[src/rtl/reset_sequencer.sv]
// CPU reset sequencer: power-on hold, debounced push-button, watchdog and software
// reset requests, driving registered RESET/HALT/RUN outputs and the last reset cause.
module reset_sequencer #(
    parameter int unsigned POR_CYCLES      = 10000,
    parameter int unsigned PULSE_CYCLES    = 124,
    parameter int unsigned DEBOUNCE_CYCLES = 1000,
    parameter int unsigned SETTLE_CYCLES   = 16
) (
    input  logic       CPUCLK_IN,
    input  logic       RESET_IN,
    input  logic       BTN_N_IN,
    input  logic       WDT_REQ_IN,
    input  logic       SW_REQ_IN,
    output logic       RESET,
    output logic       HALT,
    output logic       RUN,
    output logic [1:0] CAUSE
);

    // POR is timed from the first edge that samples RESET_IN low, so its counter
    // runs one step further than the other timed states, which start at state entry.
    localparam logic [15:0] POR_LAST    = 16'(POR_CYCLES);
    localparam logic [15:0] PULSE_LAST  = 16'(PULSE_CYCLES - 1);
    localparam logic [15:0] SETTLE_LAST = 16'(SETTLE_CYCLES - 1);
    localparam logic [15:0] DEB_LAST    = 16'(DEBOUNCE_CYCLES - 1);

    localparam logic [1:0] CAUSE_POR = 2'd0;
    localparam logic [1:0] CAUSE_BTN = 2'd1;
    localparam logic [1:0] CAUSE_WDT = 2'd2;
    localparam logic [1:0] CAUSE_SW  = 2'd3;

    typedef enum logic [2:0] {
        ST_POR,
        ST_ASSERT,
        ST_HOLD,
        ST_SETTLE,
        ST_RUN
    } state_e;

    logic        sync1_q, sync2_q;
    logic        deb_q, deb_d;
    logic [15:0] deb_cnt_q, deb_cnt_d;
    state_e      state_q, state_d;
    logic [15:0] cnt_q, cnt_d;
    logic        reset_q, reset_d;
    logic        run_q, run_d;
    logic [1:0]  cause_q, cause_d;
    logic        btn_req;
    logic        any_req;

    always_comb begin
        deb_d     = deb_q;
        deb_cnt_d = 16'd0;
        if (sync2_q != deb_q) begin
            if (deb_cnt_q == DEB_LAST) begin
                deb_d = sync2_q;
            end else begin
                deb_cnt_d = deb_cnt_q + 16'd1;
            end
        end
    end

    // The press is acted on at the same edge the debounced level falls.
    assign btn_req = deb_q & ~deb_d;
    assign any_req = btn_req | WDT_REQ_IN | SW_REQ_IN;

    always_comb begin
        state_d = state_q;
        cnt_d   = cnt_q;
        cause_d = cause_q;
        unique case (state_q)
            ST_POR: begin
                if (cnt_q == POR_LAST) begin
                    state_d = deb_q ? ST_SETTLE : ST_HOLD;
                    cnt_d   = 16'd0;
                end else begin
                    cnt_d = cnt_q + 16'd1;
                end
            end
            ST_ASSERT: begin
                if (cnt_q == PULSE_LAST) begin
                    state_d = deb_q ? ST_SETTLE : ST_HOLD;
                    cnt_d   = 16'd0;
                end else begin
                    cnt_d = cnt_q + 16'd1;
                end
            end
            ST_HOLD: begin
                cnt_d = 16'd0;
                if (deb_q) state_d = ST_SETTLE;
            end
            ST_SETTLE: begin
                if (cnt_q == SETTLE_LAST) begin
                    state_d = ST_RUN;
                    cnt_d   = 16'd0;
                end else begin
                    cnt_d = cnt_q + 16'd1;
                end
            end
            ST_RUN: cnt_d = 16'd0;
            default: begin
                state_d = ST_POR;
                cnt_d   = 16'd0;
            end
        endcase

        if ((state_q == ST_SETTLE || state_q == ST_RUN) && any_req) begin
            state_d = ST_ASSERT;
            cnt_d   = 16'd0;
            if (btn_req)         cause_d = CAUSE_BTN;
            else if (WDT_REQ_IN) cause_d = CAUSE_WDT;
            else                 cause_d = CAUSE_SW;
        end

        // Outputs are decoded from the next state so they change on the transition edge.
        reset_d = (state_d == ST_POR) || (state_d == ST_ASSERT) || (state_d == ST_HOLD);
        run_d   = (state_d == ST_RUN);
    end

    always_ff @(posedge CPUCLK_IN) begin
        if (RESET_IN) begin
            sync1_q   <= 1'b1;
            sync2_q   <= 1'b1;
            deb_q     <= 1'b1;
            deb_cnt_q <= 16'd0;
            state_q   <= ST_POR;
            cnt_q     <= 16'd0;
            reset_q   <= 1'b1;
            run_q     <= 1'b0;
            cause_q   <= CAUSE_POR;
        end else begin
            sync1_q   <= BTN_N_IN;
            sync2_q   <= sync1_q;
            deb_q     <= deb_d;
            deb_cnt_q <= deb_cnt_d;
            state_q   <= state_d;
            cnt_q     <= cnt_d;
            reset_q   <= reset_d;
            run_q     <= run_d;
            cause_q   <= cause_d;
        end
    end

    assign RESET = reset_q;
    assign HALT  = reset_q;
    assign RUN   = run_q;
    assign CAUSE = cause_q;

endmodule
[config.mk]
export PLATFORM = sky130hd
export DESIGN_NAME = reset_sequencer
export DESIGN_NICKNAME = d
export VERILOG_FILES = /design/src/rtl/reset_sequencer.sv
export SDC_FILE = /design/constraint.sdc
export NUM_CORES = 1
export LEC_CHECK = 0
export CAP_MARGIN = 20
export CORE_UTILIZATION = 40
export DETAILED_ROUTE_END_ITERATION = 16
export SYNTH_ARGS = -nofsm -noshare
export SYNTH_HDL_FRONTEND = slang
export SYNTH_SLANG_ARGS = --single-unit
[constraint.sdc]
create_clock -name CPUCLK_IN -period 4.31 [get_ports CPUCLK_IN]
set_input_delay 1.0775 -clock CPUCLK_IN [delete_from_list [all_inputs] [get_ports CPUCLK_IN]]
set_output_delay 1.0775 -clock CPUCLK_IN [all_outputs]
set_load 0.05 [all_outputs]
## Word-level counts from Yosys, hierarchy flattened

Index checks and enable logic that the tools add are counted.

| word-level totals | value |
|---|---|
| flip-flop bits (word level) | 42 |
| input bits | 5 |
| word-level logic and storage cells | 51 |

| cells by class | value |
|---|---|
| add/subtract/negate cells | 2 |
| eq/ne operators | 12 |
| muxes and demuxes | 15 |
| bitwise gates (word level) | 5 |
| reduce and logical (&&, ||, !) cells | 8 |

Operator list:

| operator | number |
|---|---|
| $mux W16 | 3 |
| $pmux W16 S3 | 1 |
| $add A16 B1 Y16 const B | 2 |
| $eq A16 B10 Y1 const B | 1 |
| $eq A16 B14 Y1 const B | 1 |
| $eq A16 B4 Y1 const B | 1 |
| $eq A16 B7 Y1 const B | 1 |
| $mux W3 | 5 |
| $pmux W3 S5 | 1 |
| $eq A3 B2 Y1 const B | 3 |
| $eq A3 B1 Y1 const B | 2 |
| $eq A3 B3 Y1 const B | 2 |
| $logic_not A3 Y1 | 2 |
| $mux W1 | 4 |
| $logic_or A1 B1 Y1 | 3 |
| $reduce_or A3 Y1 | 1 |
| $mux W2 | 1 |
| $not A1 Y1 | 2 |
| $or A1 B1 Y1 | 2 |
| $reduce_or A2 Y1 | 1 |
| $and A1 B1 Y1 | 1 |
| $logic_and A1 B1 Y1 | 1 |
| $ne A1 B1 Y1 | 1 |

## Depth between registers and ports, before layout

| logic depth | value |
|---|---|
| depth after elaboration | 12 |
| depth in mapped cells | 8 |
| depth with buffers taken out | 7 |

## Least setup slack after synthesis

Ideal clock, no wire load.

| path | value |
|---|---|
| kind | input-to-reg |
| start | input port WDT_REQ_IN |
| end | register cnt_q[1] |
| setup time | 0.080 ns |
| data arrival time | 2.071 ns |
| slack | 2.159 ns |
| cell stages on the path | 5 |
| cell sequence | or2_1 a211oi_2 o31ai_4 buf_6 nor3b_1 |

| on the way | value |
|---|---|
| longest elaborated chain between the ends | 4 |

Ends and longest elaborated chain:

| what | RTL line | text |
|---|---|---|
| from (decl) | 12 | `input logic WDT_REQ_IN,` |
| $or A1 B1 Y1 (2 in series) | 65 | `assign any_req = btn_req \| WDT_REQ_IN \| SW_REQ_IN;` |
| $logic_and A1 B1 Y1 | 107 | `if ((state_q == ST_SETTLE \|\| state_q == ST_RUN) && any_req) begin` |
| $reduce_or A2 Y1 (no source line) | - |  |
| to (signal assigned) | 137 | `cnt_q <= cnt_d;` |
| to (decl) | 44 | `logic [15:0] cnt_q, cnt_d;` |

No other way between the ends.
A chain may end at the register's enable or synchronous reset.

## Worst setup path in the final report

| path | value |
|---|---|
| start | register cause_q[1] (netlist: CAUSE[1]) |
| end | output port CAUSE[1] |

RTL lines:

| what | RTL line | text |
|---|---|---|
| from (decl) | 47 | `logic [1:0] cause_q, cause_d;` |
| from (signal assigned) | 140 | `cause_q <= cause_d;` |
| to (decl) | 17 | `output logic [1:0] CAUSE` |

No word-level cell between the ends.

==> results.cfg <==
[pwr]
p_leak_nw = 0.7870
powerDensity_nw_per_um2 = 321.2
pwr-share-seq = 0.555
switching_share = 0.2483
cellInternalPower_w = 0.0005510
peakVddDrop_mv = 0.1682
clkPwrFrac = 0.355
p_total_w = 0.0007330
power.switching_w = 0.0001820
pwr-share-comb = 0.090

[cells_and_area]
register_area_um2 = 840.8
layout.nets = 235
multi_input_area_um2 = 1154
drive_gt1_frac = 0.1228
fin_util = 0.4707
fill_cells = 478
diodes = 0
area_growth_syn_to_layout_pct = 10.41

[sta]
finalWorstSetupSlack_ns = 1.788
rsz0062_at_grt = false
drv_slew = 0
hold_viol_final = 0
slew_headroom = 0.3971
worstMarginPinSlew_ns = 0.9044
period_share = 0.5851
clock_skew_ns = 0.008349
max_freq_mhz = 396.6
period_minus_slack_ns = 2.522
fin_setup_tns_ns = 0
setup_violations = 0

[clock_tree]
ctsResizeCount = 0
clock_latency_ns = 0.29
cts_tree = done
cts_setup_buffers = 0
root_buffer = clkbuf_8
clockBufferDepth = 2
clk_pin_slew_ns = 0.08
numCtsBuffers = 5
cts_sinks = 42
cts-htree-levels = 2
hold_buffers = 0

[detailed_routing]
drc = 0
vias = 1522
firstDrtPassIters = 4
drtAntennaViolNets = 0
via_per_inst = 5.159
drt_iter0_drc = 50
wire_per_inst_um = 12.53
finalWirelength_um = 3696

[placement]
port_buffers = 9
gp_congestion = 0.8122
pre_cts_slack_ns = 1.500
dpl.hpwl_um = 2503

[die]
io_pins = 10
die_height_um = 73.89
coreArea_um2 = 4848
fp.dieW_um = 73.89
initial_core_util = 0.4263
die_area_um2 = 5459
rows = 25

[logic_synthesis]
yosys_warnings = 0
synth_area_um2 = 2067
synth.distinct_cells = 43
synthesis.nets = 227
ys_seq_area_frac = 0.4068
avgSynthCellArea_um2 = 9.438
ys_ff_latch = 42
syn_inst = 219

[hold_path]
min_path_type = reg2reg

[critical_path]
slowest_stage = clkdlybuf4s50_1
path_buf_inv = 1
critPathMaxStageDelay_ns = 0.81
end_kind = output pin
start_kind = flip-flop
cp_max_fo = 2
crit_chain = clkdlybuf4s50_1
criticalPathCategory = reg2out
worstPathRequired_ns = 3.23
cpLargestDelayFamily = buffers and inverters
cp.arrival_ns = 1.44

[run]
drv_cap = 0

[global_route]
grt_max_degree = 18
gr-usage-all-layers = 0.1512
grt_pass1_wl_um = 6348
antenna_found_initial = 0
grt_pass1_vias = 1465
grt-ovfl-total = 0

[status]
status = finished, final reports clean
[kinds of logic after synthesis]
logic type	share of synthesized area
and+or+nand+nor	0.3384
xor gates and xnor gates	0.1186
DFF	0.4068
adders and majority gates	0.01816
AOI/OAI and AO/OA	0.08292
buffers and inverters	0.03510
[power groups by stage]
stage / Combinational (W) / Clock, W / Sequential [W]
floorplan: 0.0000513 / 0 / 0.000417
global route: 0.0000738 / 0.000288 / 0.000409
global placement: 0.0000658 / 0 / 0.000416
CTS: 0.0000666 / 0.000273 / 0.000407
detailed placement: 0.0000662 / 0 / 0.000416
finish: 0.0000657 / 0.000260 / 0.000407
[layout by cell type (no fill, tap or decap), drive strengths merged, types with 4 or more instances in the layout]
cell | Yosys | layout
a21oi | 6 | 6
and3 | 13 | 13
clkbuf | 4 | 7
clkdlybuf4s50 | 0 | 9
dfxtp | 42 | 42
inv | 6 | 6
nand2 | 14 | 14
nand3 | 11 | 11
nand4 | 9 | 9
nor2 | 22 | 22
nor3 | 20 | 20
or2 | 4 | 4
xnor2 | 9 | 9
xor2 | 19 | 19
[per-layer routing]
metal	wire length, µm	share of wire	track usage	vias to the layer above
li1	-	-	-	785
met1	1868	0.51	0.1856	719
met3	119	0.032	0.04252	4
met2	1676	0.45	0.2487	14
met4	32	0.0087	0.05983	0
met5	0	0	0	-
[synthesized netlist by cell type]
master / instances / area share
nand4bb_1: 2 / 0.011
xnor2_1: 9 / 0.038
and2_1: 3 / 0.0091
nand4_4: 1 / 0.010
or2_1: 1 / 0.0030
a31oi_1: 3 / 0.0091
a211o_1: 1 / 0.0042
dfxtp_1: 42 / 0.41
buf_2: 1 / 0.0024
buf_4: 1 / 0.0036
nand4_1: 8 / 0.024
a311oi_1: 1 / 0.0042
nor4b_4: 2 / 0.023
inv_1: 6 / 0.011
o21bai_1: 2 / 0.0073
nor3b_1: 1 / 0.0036
ha_1: 3 / 0.018
a21oi_4: 1 / 0.0079
nor4_1: 2 / 0.0061
o21ai_0: 1 / 0.0024
buf_6: 2 / 0.011
xor2_1: 19 / 0.081
and4bb_2: 1 / 0.0061
and3b_1: 1 / 0.0042
and4_1: 3 / 0.013
nor3_2: 11 / 0.053
or2_0: 1 / 0.0030
a21boi_2: 1 / 0.0054
or2_2: 2 / 0.0061
or4_1: 1 / 0.0036
and3_1: 13 / 0.039
nor2_1: 22 / 0.040
nor3_1: 9 / 0.022
nand3_1: 11 / 0.027
a211oi_1: 2 / 0.0073
clkbuf_1: 4 / 0.0073
a21oi_1: 5 / 0.012
nand2b_1: 2 / 0.0061
o31ai_4: 1 / 0.010
nand2_1: 14 / 0.025
o2111ai_1: 1 / 0.0042
a211oi_2: 1 / 0.0061
o21ai_1: 1 / 0.0024
[layout make-up]
| class | count | area share |
|---|---|---|
| Sequential cell | 42 | 0.3684 |
| Multi-Input combinational cell | 163 | 0.5055 |
| Timing Repair Buffer | 9 | 0.03947 |
| Inverter | 6 | 0.009868 |
| Clock inverter | 1 | 0.002193 |
| Clock buffer | 7 | 0.03783 |
| Tap cell | 67 | 0.03673 |
[flip-flops by register name (all words and copies together) (netlist names), 2 cells and up]
signal     flops
CAUSE          2
cnt_q         16
deb_cnt_q     16
state_q        3
[through the flow]
stage / std cells / hold WS [ns] / area [µm²]
floorplan: 219 / 0.3895 / 2067
global placement: 287 / 0.4116 / 2191
detailed placement: 287 / 0.3994 / 2191
CTS: 295 / 0.4377 / 2282
global route: 295 / 0.4616 / 2282
finish: 295 / 0.4305 / 2282
[worst paths after layout]
| path | from | to | slack (ns) | cells after the start |
|---|---|---|---|---|
| setup reg to reg | deb_cnt_q[0] | state_q[1] | 1.94 | 6 |
| hold / removal | sync1_q | sync2_q | 0.43 | 1 |
| setup / recovery | CAUSE[1] | CAUSE[1] | 1.79 | 1 |
| hold reg to reg | sync1_q | sync2_q | 0.43 | 1 |
Power figures use the tool's default switching activity.
